## src/rtl/uart_sys_pkg.sv

```systemverilog
// Shared opcodes, operand addresses and FSM encodings for the UART command controller.
package uart_sys_pkg;

   localparam logic [7:0] CMD_RF_WR   = 8'hAA;
   localparam logic [7:0] CMD_RF_RD   = 8'hBB;
   localparam logic [7:0] CMD_ALU_OP  = 8'hCC;
   localparam logic [7:0] CMD_ALU_NOP = 8'hDD;

   localparam int OPA_ADDR = 0;
   localparam int OPB_ADDR = 1;

   typedef enum logic [3:0] {
      IDLE, WR_ADDR, WR_DATA, RD_ADDR, RD_WAIT,
      OP_A, OP_B, ALU_FUN, ALU_WAIT, TX_B0, TX_B1
   } state_t;

   typedef enum logic [1:0] {
      TXS_IDLE, TXS_REQ, TXS_DRAIN
   } tx_state_t;

   function automatic logic is_rx_state(input state_t s);
      return s inside {WR_ADDR, WR_DATA, RD_ADDR, OP_A, OP_B, ALU_FUN};
   endfunction

endpackage

```

## src/rtl/uart_tx_sender.sv

```systemverilog
// Hands one byte to the UART TX: request while idle, hold until busy is seen, then wait for idle.
// tx_valid rises one cycle after send with tx_busy low; byte_done pulses when the transmitter frees up.
module uart_tx_sender
   import uart_sys_pkg::*;
#(
   parameter int DATA_W = 8
) (
   input  logic              clk,
   input  logic              rst,
   input  logic              send,
   input  logic [DATA_W-1:0] data,
   input  logic              tx_busy,
   output logic [DATA_W-1:0] tx_data,
   output logic              tx_valid,
   output logic              byte_done
);

   tx_state_t st_q, st_nxt;

   always_ff @(posedge clk) begin
      if (!rst) begin
         st_q    <= TXS_IDLE;
         tx_data <= '0;
      end else begin
         st_q <= st_nxt;
         if (st_q == TXS_IDLE && st_nxt == TXS_REQ)
            tx_data <= data;
      end
   end

   always_comb begin
      st_nxt = st_q;
      case (st_q)
         TXS_IDLE:  if (send && !tx_busy) st_nxt = TXS_REQ;
         TXS_REQ:   if (tx_busy)          st_nxt = TXS_DRAIN;
         TXS_DRAIN: if (!tx_busy)         st_nxt = TXS_IDLE;
         default:                         st_nxt = TXS_IDLE;
      endcase
   end

   always_comb begin
      tx_valid  = (st_q == TXS_REQ);
      byte_done = (st_q == TXS_DRAIN) && !tx_busy;
   end

endmodule

```

## src/rtl/uart_sys_ctrl.sv

```systemverilog
// Decodes UART command frames into register-file / ALU accesses and streams responses back out.
// Optional build macro CMD_TIMEOUT_EN drops partial frames after TIMEOUT_CYC idle cycles.
module uart_sys_ctrl
   import uart_sys_pkg::*;
#(
   parameter int DATA_W      = 8,
   parameter int ADDR_W      = 4,
   parameter int ALU_W       = 16,
   parameter int FUN_W       = 4,
   parameter int TIMEOUT_CYC = 1023
) (
   input  logic              clk,
   input  logic              rst,
   input  logic [DATA_W-1:0] rx_data,
   input  logic              rx_valid,
   input  logic              rx_par_err,
   input  logic              rx_stop_err,
   input  logic              tx_busy,
   output logic [DATA_W-1:0] tx_data,
   output logic              tx_valid,
   output logic [ADDR_W-1:0] rf_addr,
   output logic              rf_wr_en,
   output logic [DATA_W-1:0] rf_wr_data,
   output logic              rf_rd_en,
   input  logic [DATA_W-1:0] rf_rd_data,
   input  logic              rf_rd_valid,
   output logic              alu_en,
   output logic [FUN_W-1:0]  alu_fun,
   input  logic [ALU_W-1:0]  alu_out,
   input  logic              alu_out_valid
);

   if (ALU_W != 2 * DATA_W || TIMEOUT_CYC < 1) begin : g_cfg_chk
      $error("uart_sys_ctrl: ALU_W must be 2*DATA_W and TIMEOUT_CYC positive");
   end

   state_t            state_q, state_nxt;
   logic              acc, err, tmo, byte_done;
   logic [ADDR_W-1:0] addr_q, wr_addr_nxt;
   logic [ALU_W-1:0]  resp_q;
   logic              two_q;
   logic              wr_nxt, rd_nxt, alu_nxt;

   assign acc = rx_valid && !rx_par_err && !rx_stop_err;
   assign err = rx_valid && (rx_par_err || rx_stop_err);

`ifdef CMD_TIMEOUT_EN
   localparam int TMO_W = $clog2(TIMEOUT_CYC + 1);
   logic [TMO_W-1:0] tmo_cnt;

   always_ff @(posedge clk) begin
      if (!rst || acc || !is_rx_state(state_q))
         tmo_cnt <= '0;
      else
         tmo_cnt <= tmo_cnt + 1'b1;
   end

   assign tmo = is_rx_state(state_q) && (tmo_cnt == TMO_W'(TIMEOUT_CYC));
`else
   assign tmo = 1'b0;
`endif

   always_ff @(posedge clk) begin
      if (!rst) state_q <= IDLE;
      else      state_q <= state_nxt;
   end

   always_comb begin
      state_nxt = state_q;
      case (state_q)
         IDLE:
            if (acc) begin
               case (rx_data)
                  CMD_RF_WR:   state_nxt = WR_ADDR;
                  CMD_RF_RD:   state_nxt = RD_ADDR;
                  CMD_ALU_OP:  state_nxt = OP_A;
                  CMD_ALU_NOP: state_nxt = ALU_FUN;
                  default:     state_nxt = IDLE;
               endcase
            end
         WR_ADDR:  if (acc) state_nxt = WR_DATA;  else if (err) state_nxt = IDLE;
         WR_DATA:  if (acc || err) state_nxt = IDLE;
         RD_ADDR:  if (acc) state_nxt = RD_WAIT;  else if (err) state_nxt = IDLE;
         OP_A:     if (acc) state_nxt = OP_B;     else if (err) state_nxt = IDLE;
         OP_B:     if (acc) state_nxt = ALU_FUN;  else if (err) state_nxt = IDLE;
         ALU_FUN:  if (acc) state_nxt = ALU_WAIT; else if (err) state_nxt = IDLE;
         RD_WAIT:  if (rf_rd_valid)   state_nxt = TX_B0;
         ALU_WAIT: if (alu_out_valid) state_nxt = TX_B0;
         TX_B0:    if (byte_done) state_nxt = two_q ? TX_B1 : IDLE;
         TX_B1:    if (byte_done) state_nxt = IDLE;
         default:  state_nxt = IDLE;
      endcase
      if (tmo) state_nxt = IDLE;
   end

   // A timed-out frame must not leave a side effect even if a byte lands on that cycle.
   always_comb begin
      wr_nxt      = 1'b0;
      rd_nxt      = 1'b0;
      alu_nxt     = 1'b0;
      wr_addr_nxt = addr_q;
      if (acc && !tmo) begin
         case (state_q)
            WR_DATA: wr_nxt = 1'b1;
            OP_A: begin wr_nxt = 1'b1; wr_addr_nxt = ADDR_W'(OPA_ADDR); end
            OP_B: begin wr_nxt = 1'b1; wr_addr_nxt = ADDR_W'(OPB_ADDR); end
            RD_ADDR: rd_nxt  = 1'b1;
            ALU_FUN: alu_nxt = 1'b1;
            default: ;
         endcase
      end
   end

   always_ff @(posedge clk) begin
      if (!rst) begin
         rf_wr_en   <= 1'b0;
         rf_rd_en   <= 1'b0;
         alu_en     <= 1'b0;
         rf_addr    <= '0;
         rf_wr_data <= '0;
         alu_fun    <= '0;
         addr_q     <= '0;
         resp_q     <= '0;
         two_q      <= 1'b0;
      end else begin
         rf_wr_en <= wr_nxt;
         rf_rd_en <= rd_nxt;
         alu_en   <= alu_nxt;
         if (wr_nxt) begin
            rf_addr    <= wr_addr_nxt;
            rf_wr_data <= rx_data;
         end
         if (rd_nxt)  rf_addr <= rx_data[ADDR_W-1:0];
         if (alu_nxt) alu_fun <= rx_data[FUN_W-1:0];
         if (state_q == WR_ADDR && acc) addr_q <= rx_data[ADDR_W-1:0];
         if (state_q == RD_WAIT && rf_rd_valid) begin
            resp_q <= {{(ALU_W-DATA_W){1'b0}}, rf_rd_data};
            two_q  <= 1'b0;
         end
         if (state_q == ALU_WAIT && alu_out_valid) begin
            resp_q <= alu_out;
            two_q  <= 1'b1;
         end
      end
   end

   uart_tx_sender #(.DATA_W(DATA_W)) u_tx (
      .clk       (clk),
      .rst       (rst),
      .send      (state_q == TX_B0 || state_q == TX_B1),
      .data      ((state_q == TX_B1) ? resp_q[DATA_W +: DATA_W] : resp_q[DATA_W-1:0]),
      .tx_busy   (tx_busy),
      .tx_data   (tx_data),
      .tx_valid  (tx_valid),
      .byte_done (byte_done)
   );

endmodule
```

## config.mk

```make
export PLATFORM = sky130hd
export DESIGN_NAME = uart_sys_ctrl
export DESIGN_NICKNAME = d
export VERILOG_FILES = /design/src/rtl/uart_sys_pkg.sv /design/src/rtl/uart_tx_sender.sv /design/src/rtl/uart_sys_ctrl.sv
export SDC_FILE = /design/constraint.sdc
export NUM_CORES = 1
export LEC_CHECK = 0
export CAP_MARGIN = 20
export CORE_MARGIN = 4
export CORE_UTILIZATION = 30
export DETAILED_ROUTE_END_ITERATION = 8
export PLACE_DENSITY = 0.51
export SYNTH_ARGS = -nofsm -noshare
export SYNTH_HDL_FRONTEND = slang
export SYNTH_SLANG_ARGS = --single-unit
```

## constraint.sdc

```tcl
create_clock -name clk -period 1.9 [get_ports clk]
set_clock_uncertainty 0.05 [all_clocks]
set_input_delay 0.285 -clock clk [delete_from_list [all_inputs] [get_ports clk]]
set_output_delay 0.285 -clock clk [all_outputs]
set_load 0.02 [all_outputs]
```

-- Yosys cells after proc, flatten, opt, wreduce, memory -nomap -nowiden
Index checks and enable logic that the tools add are counted.
- flip-flop bits (word level): 54
- input bits: 40
- word-level logic and storage cells: 90
- output and inout bits: 28
- muxes and demuxes: 34
- reductions and logical operators: 21
- equality and inequality tests: 23
- operators with widths (operator ; count):
    two-way mux 4 bit ; 16
    one-hot mux 4 bit (11 select lines) ; 1
    equality test 8 bit (second input constant) ; 4
    two-way mux 16 bit ; 2
    equality test 4 x 3 -> 1 bit (second input constant) ; 4
    equality test 4 bit (second input constant) ; 3
    inequality test 2 bit (second input constant) ; 6
    one-hot mux 3 bit (4 select lines) ; 1
    logical AND 1 bit ; 9
    equality test 4 x 2 -> 1 bit (second input constant) ; 2
    two-way mux 1 bit ; 8
    two-way mux 8 bit ; 1
    one-hot mux 4 bit (2 select lines) ; 1
    two-way mux 2 bit ; 3
    one-hot mux 2 bit (3 select lines) ; 1
    AND reduction 6 bit ; 1
    equality test 2 x 1 -> 1 bit (second input constant) ; 2
    equality test 4 x 1 -> 1 bit (second input constant) ; 1
    zero test 4 bit ; 1
    nonzero test 2 bit ; 2
    zero test 1 bit ; 3
    logical OR 1 bit ; 3
    OR reduction 3 bit ; 1
    equality test 2 bit (second input constant) ; 1
    zero test 2 bit ; 1

-- Depth between registers and ports, before layout
- word-level depth: 7
- gate-level depth with buffers: 8

-- Cells and area by module
A second synthesis with hierarchy kept.
- cells, all modules: 292
- area, all modules: 2655.0 sq um
- by module, submodules not included (module ; cells an instance ; times used ; area an instance (sq um)):
    uart_sys_ctrl ; 248 ; 1 ; 2237.1
    uart_tx_sender ; 44 ; 1 ; 417.9

-- Worst setup path after synthesis
Ideal clock, no wire load.
- kind: reg-to-reg
- start point: register u_tx.st_q[1]
- end point: register state_q[3]
- buffers on the path: 0
- stages on the path, launching flop included: 6
- path slack: 0.182 ns
- required time: 1.722 ns
- period minus slack after synthesis: 1.718 ns
- setup time: 0.128 ns
- arrival: 1.541 ns
- cell sequence: dfxtp_1 -> or3b_1 -> and3_4 -> or3b_1 -> mux2i_1 -> nor2_1
- longest elaborated chain between the ends: 4
- RTL lines (what ; RTL line ; source):
    start: declaration ; uart_tx_sender.sv:18 ; tx_state_t st_q, st_nxt;
    start signal: assignment ; uart_tx_sender.sv:25 ; st_q <= st_nxt;
    equality test 2 bit * ; uart_tx_sender.sv:43 ; byte_done = (st_q == TXS_DRAIN) && !tx_busy;
    logical AND 1 bit * ; uart_tx_sender.sv:43 ;
    inequality test 2 bit (no source line) ; -- ;
    AND reduction 6 bit (no source line) * ; -- ;
    end signal: assignment ; uart_sys_ctrl.sv:65 ; else state_q <= state_nxt;
    end: declaration ; uart_sys_ctrl.sv:37 ; state_t state_q, state_nxt;
Every way passes the cells marked *; elsewhere a longest branch is shown, timed or not.
A chain may end at the register's enable or synchronous reset.

-- Final worst setup path
- start point: input port rx_valid
- end point: register state_q[3]
- longest elaborated chain between the ends: 5
- RTL lines (what ; RTL line ; source):
    start: declaration ; uart_sys_ctrl.sv:15 ; input logic rx_valid,
    logical AND 1 bit (2 in series) ; uart_sys_ctrl.sv:44 ; assign acc = rx_valid && !rx_par_err && !rx_stop_err;
    logical OR 1 bit ; uart_sys_ctrl.sv:82 ; WR_DATA: if (acc || err) state_nxt = IDLE;
    inequality test 2 bit (no source line) ; -- ;
    AND reduction 6 bit (no source line) ; -- ;
Parallel ways exist; a longest one is shown, timed or not.

==> flow_summary.ini <==
[global_routing]
grt_max_degree = 47
grt_pass1_wl_microns = 11500
grt_pass1_vias = 2268
antenna_found_initial = 0
track_usage_pct = 14.4
overflow = 0

[clocking]
cts_tree = built
cts.path.max_buffers = 2
post_cts_buffers = 0
hold_buffers = 0
cts_max_level = 2
cts-root-buf = clkbuf_8
clk_pin_slew_ps = 100
numCtsBuffers = 5
cts_num_sinks = 54
clk_latency_ps = 310

[critical_path]
crit_arrival_ps = 1980
r2r-start = state_q[3]$_SDFFE_PN0P_
required_ps = 2060
worst_setup_path_end_kind = register
path_cells = clkdlybuf4s50_1, or3b_1, a32oi_1, or3b_1, mux2i_1, nor2_1
timing.critical_path.buf_inv = 1
slowest_stage = clkdlybuf4s50_1
criticalPathCategory = in2reg
reg2reg_setup_slack_ps = 170
r2r_cells = 7
r2r_end = state_q[1]$_SDFFE_PN0P_
cp_max_fo = 2
critical_path.most_common_cell = or3b_1
crit_path_start = rx_valid
startpoint_type = input pin
slowest_delay_ps = 470
crit_family = simple AND/OR/NAND/NOR gates

[route]
wl_per_cell_microns = 14.4
dr.first_iter.drc_count = 91
antenna_left = 0
drc_errors = 0
vias_per_cell = 4.83
drt_first_pass_iters = 5
dr_total_vias = 2286
routed_wirelength_microns = 6820

[final_layout]
nNetsFinal = 407
layout-drive-gt1-share_pct = 13.9
ff_latch_area_sq_um = 1080
multiInputGateArea_sq_um = 1350
fillers = 823
instances_no_fill = 473
final_util_pct = 44.4
area_delta_synth_final_pct = 44.7
insertedDiodeCount = 0

[synthesis]
avgSynthCellArea_sq_um = 9.10
async_flop_share_pct = 0
synth_edf_count = 0
synth_ff_type = dfxtp_1
yosys_warnings = 0
synthCells = 276
ys_ff_latch = 54
synth_nets = 316
ys_seq_area_share_pct = 43.0
ys_types = 44
synth_area_sq_um = 2510

[power_and_ir_drop]
power_mw = 1.97
p_sw_share_pct = 23.7
clock_power_share_pct = 34.0
ir_drop_mv = 0.283
p_sw_uw = 468
pwr-share-seq_pct = 57.3
power_frac_comb_pct = 8.7
intPower_mw = 1.51
power_density_nw_per_um2 = 543
leakagePower_nw = 1.35

[timing]
hold_viol_final = 0
maxClockFrequency_ghz = 0.550
fin_crit_ps = 1820
max_slew_margin_pct = 73.3
tightest_slew_ps = 400
hold_ws_ps = 453
timing.setup.tns_ps = 0
setup_violations = 0
drv_slew = 0
rsz0062_at_grt = no
finalCritPeriodShare_pct = 95.7

[outcome]
status = finished, final reports clean

[die]
die_area_sq_um = 9900
core_area_sq_um = 8180
ioPinCount = 68
initial_core_util_pct = 30.7
row_count = 33
dieWidth_microns = 99.5
die_h_microns = 99.5

[place]
gp_congestion = 0.877
io_buffers = 67
dpl.hpwl_microns = 5090
dp_cells = 465

[hold_path]
hp-start = addr_q[2]$_SDFFE_PN0P_
hold_path_depth = 2
worstHoldEndpoint = addr_q[2]$_SDFFE_PN0P_
holdCritPathClass = reg2reg

[run]
cap_violations = 0
## logic make-up after synthesis
logic type | after synthesis | synth area share [%]
XOR/XNOR | 4 | 1.40
AND/OR/NAND/NOR | 105 | 22.0
AO/OA/AOI/OAI | 56 | 15.2
flip-flops | 54 | 43.0
buffers and inverters | 20 | 3.59
multiplexers | 37 | 14.7
## worst max-delay path by stage
stage	slack [ps]	end	cells past startpoint
2_1_floorplan	180	state_q[3]$_SDFFE_PN0P_	5
4_1_cts	90	state_q[1]$_SDFFE_PN0P_	7
5_1_grt	0.1	state_q[1]$_SDFFE_PN0P_	7
3_3_place_gp	-190	state_q[3]$_SDFFE_PN0P_	6
6_report	80	state_q[3]$_SDFFE_PN0P_	6
3_5_place_dp	-240	state_q[3]$_SDFFE_PN0P_	6
## routing by layer
metal | global-route usage (%) | wire length, microns
met3 | 2.45 | 252
met2 | 22.7 | 3150
met4 | 4.20 | 73
met5 | 0 | 0
met1 | 20.3 | 3340
## metrics by stage
stage               setup slack, ps  area (sq um)
finish                         82.2          3630
global route                  0.105          3630
CTS                            87.5          3620
detailed placement             -243          3530
global placement               -188          3530
floorplan                       182          2510
## synth_stat cells (2+ instances only)
master    number  area (sq um)
buf_2          6          30.0
a21oi_1       13          65.1
nor2_1        59           221
dfxtp_1       54          1080
nand3_1        3          15.0
xor2_1         2          17.5
mux2i_1       37           370
nor4bb_1       2          20.0
xnor2_1        2          17.5
nand2_1        5          18.8
o21a_1         2          15.0
nor2b_1        3          18.8
nor4_1         2          12.5
and3_1         5          31.3
inv_1          2          7.51
a22oi_1       10          75.1
buf_4          2          15.0
o22ai_1        2          12.5
nor3_1         3          15.0
clkbuf_1       9          33.8
o21ai_0        3          15.0
or3b_1         3          26.3
nand2b_1       3          18.8
nor3b_1        3          22.5
a211oi_1      18           135
and2_1         3          18.8
nand4_1        3          18.8
## layout by cell type, fill, tap and decap left out, types with 5 or more instances in the layout
cell type         n
clkdlybuf4s50_1  66
nor2_1           59
dfxtp_1          52
mux2i_1          37
buf_4            31
a211oi_1         18
a21oi_1          13
a22oi_1          10
nand2_1           5
and3_1            5
clkbuf_8          5
## worst register-to-register path: cells and delay by family, from the launching register on
family,cells,cell delay (ps)
compound gates,4,480
buf+inv,2,370
flops,1,410
simple gates,1,330
## power groups by stage
stage               Combinational, mW  Clock, mW  Sequential (mW)
finish                          0.171      0.671             1.13
global route                    0.185      0.743             1.13
CTS                             0.171      0.698             1.13
detailed placement              0.170          0             1.16
global placement                0.170          0             1.16
floorplan                      0.0357          0             1.16
## state kept, by name (all words and copies together), names as in the netlist
register,cells
state_q,4
rf_wr_data,8
addr_q,4
alu_en,1
alu_fun,4
rf_addr,4
u_tx.st_q,2
two_q,1
u_tx.tx_data,8
rf_wr_en,1
rf_rd_en,1
resp_q,16
## what timing repair did
action | in CTS | in global routing
pin swaps | 0 | 0
resized for setup | 1 | 4
endpoints found under the setup margin | 1 | 3
## final cells by class
type	instances	share of cell area (%)
multi-input cells	202	37.2
flip-flops and latches	54	29.8
repair buffers	101	26.5
well taps	105	3.62
clock buffers	5	1.89
clock inverters	3	0.689
inverters	3	0.310
Note: power is estimated with default switching activity, not from simulation.
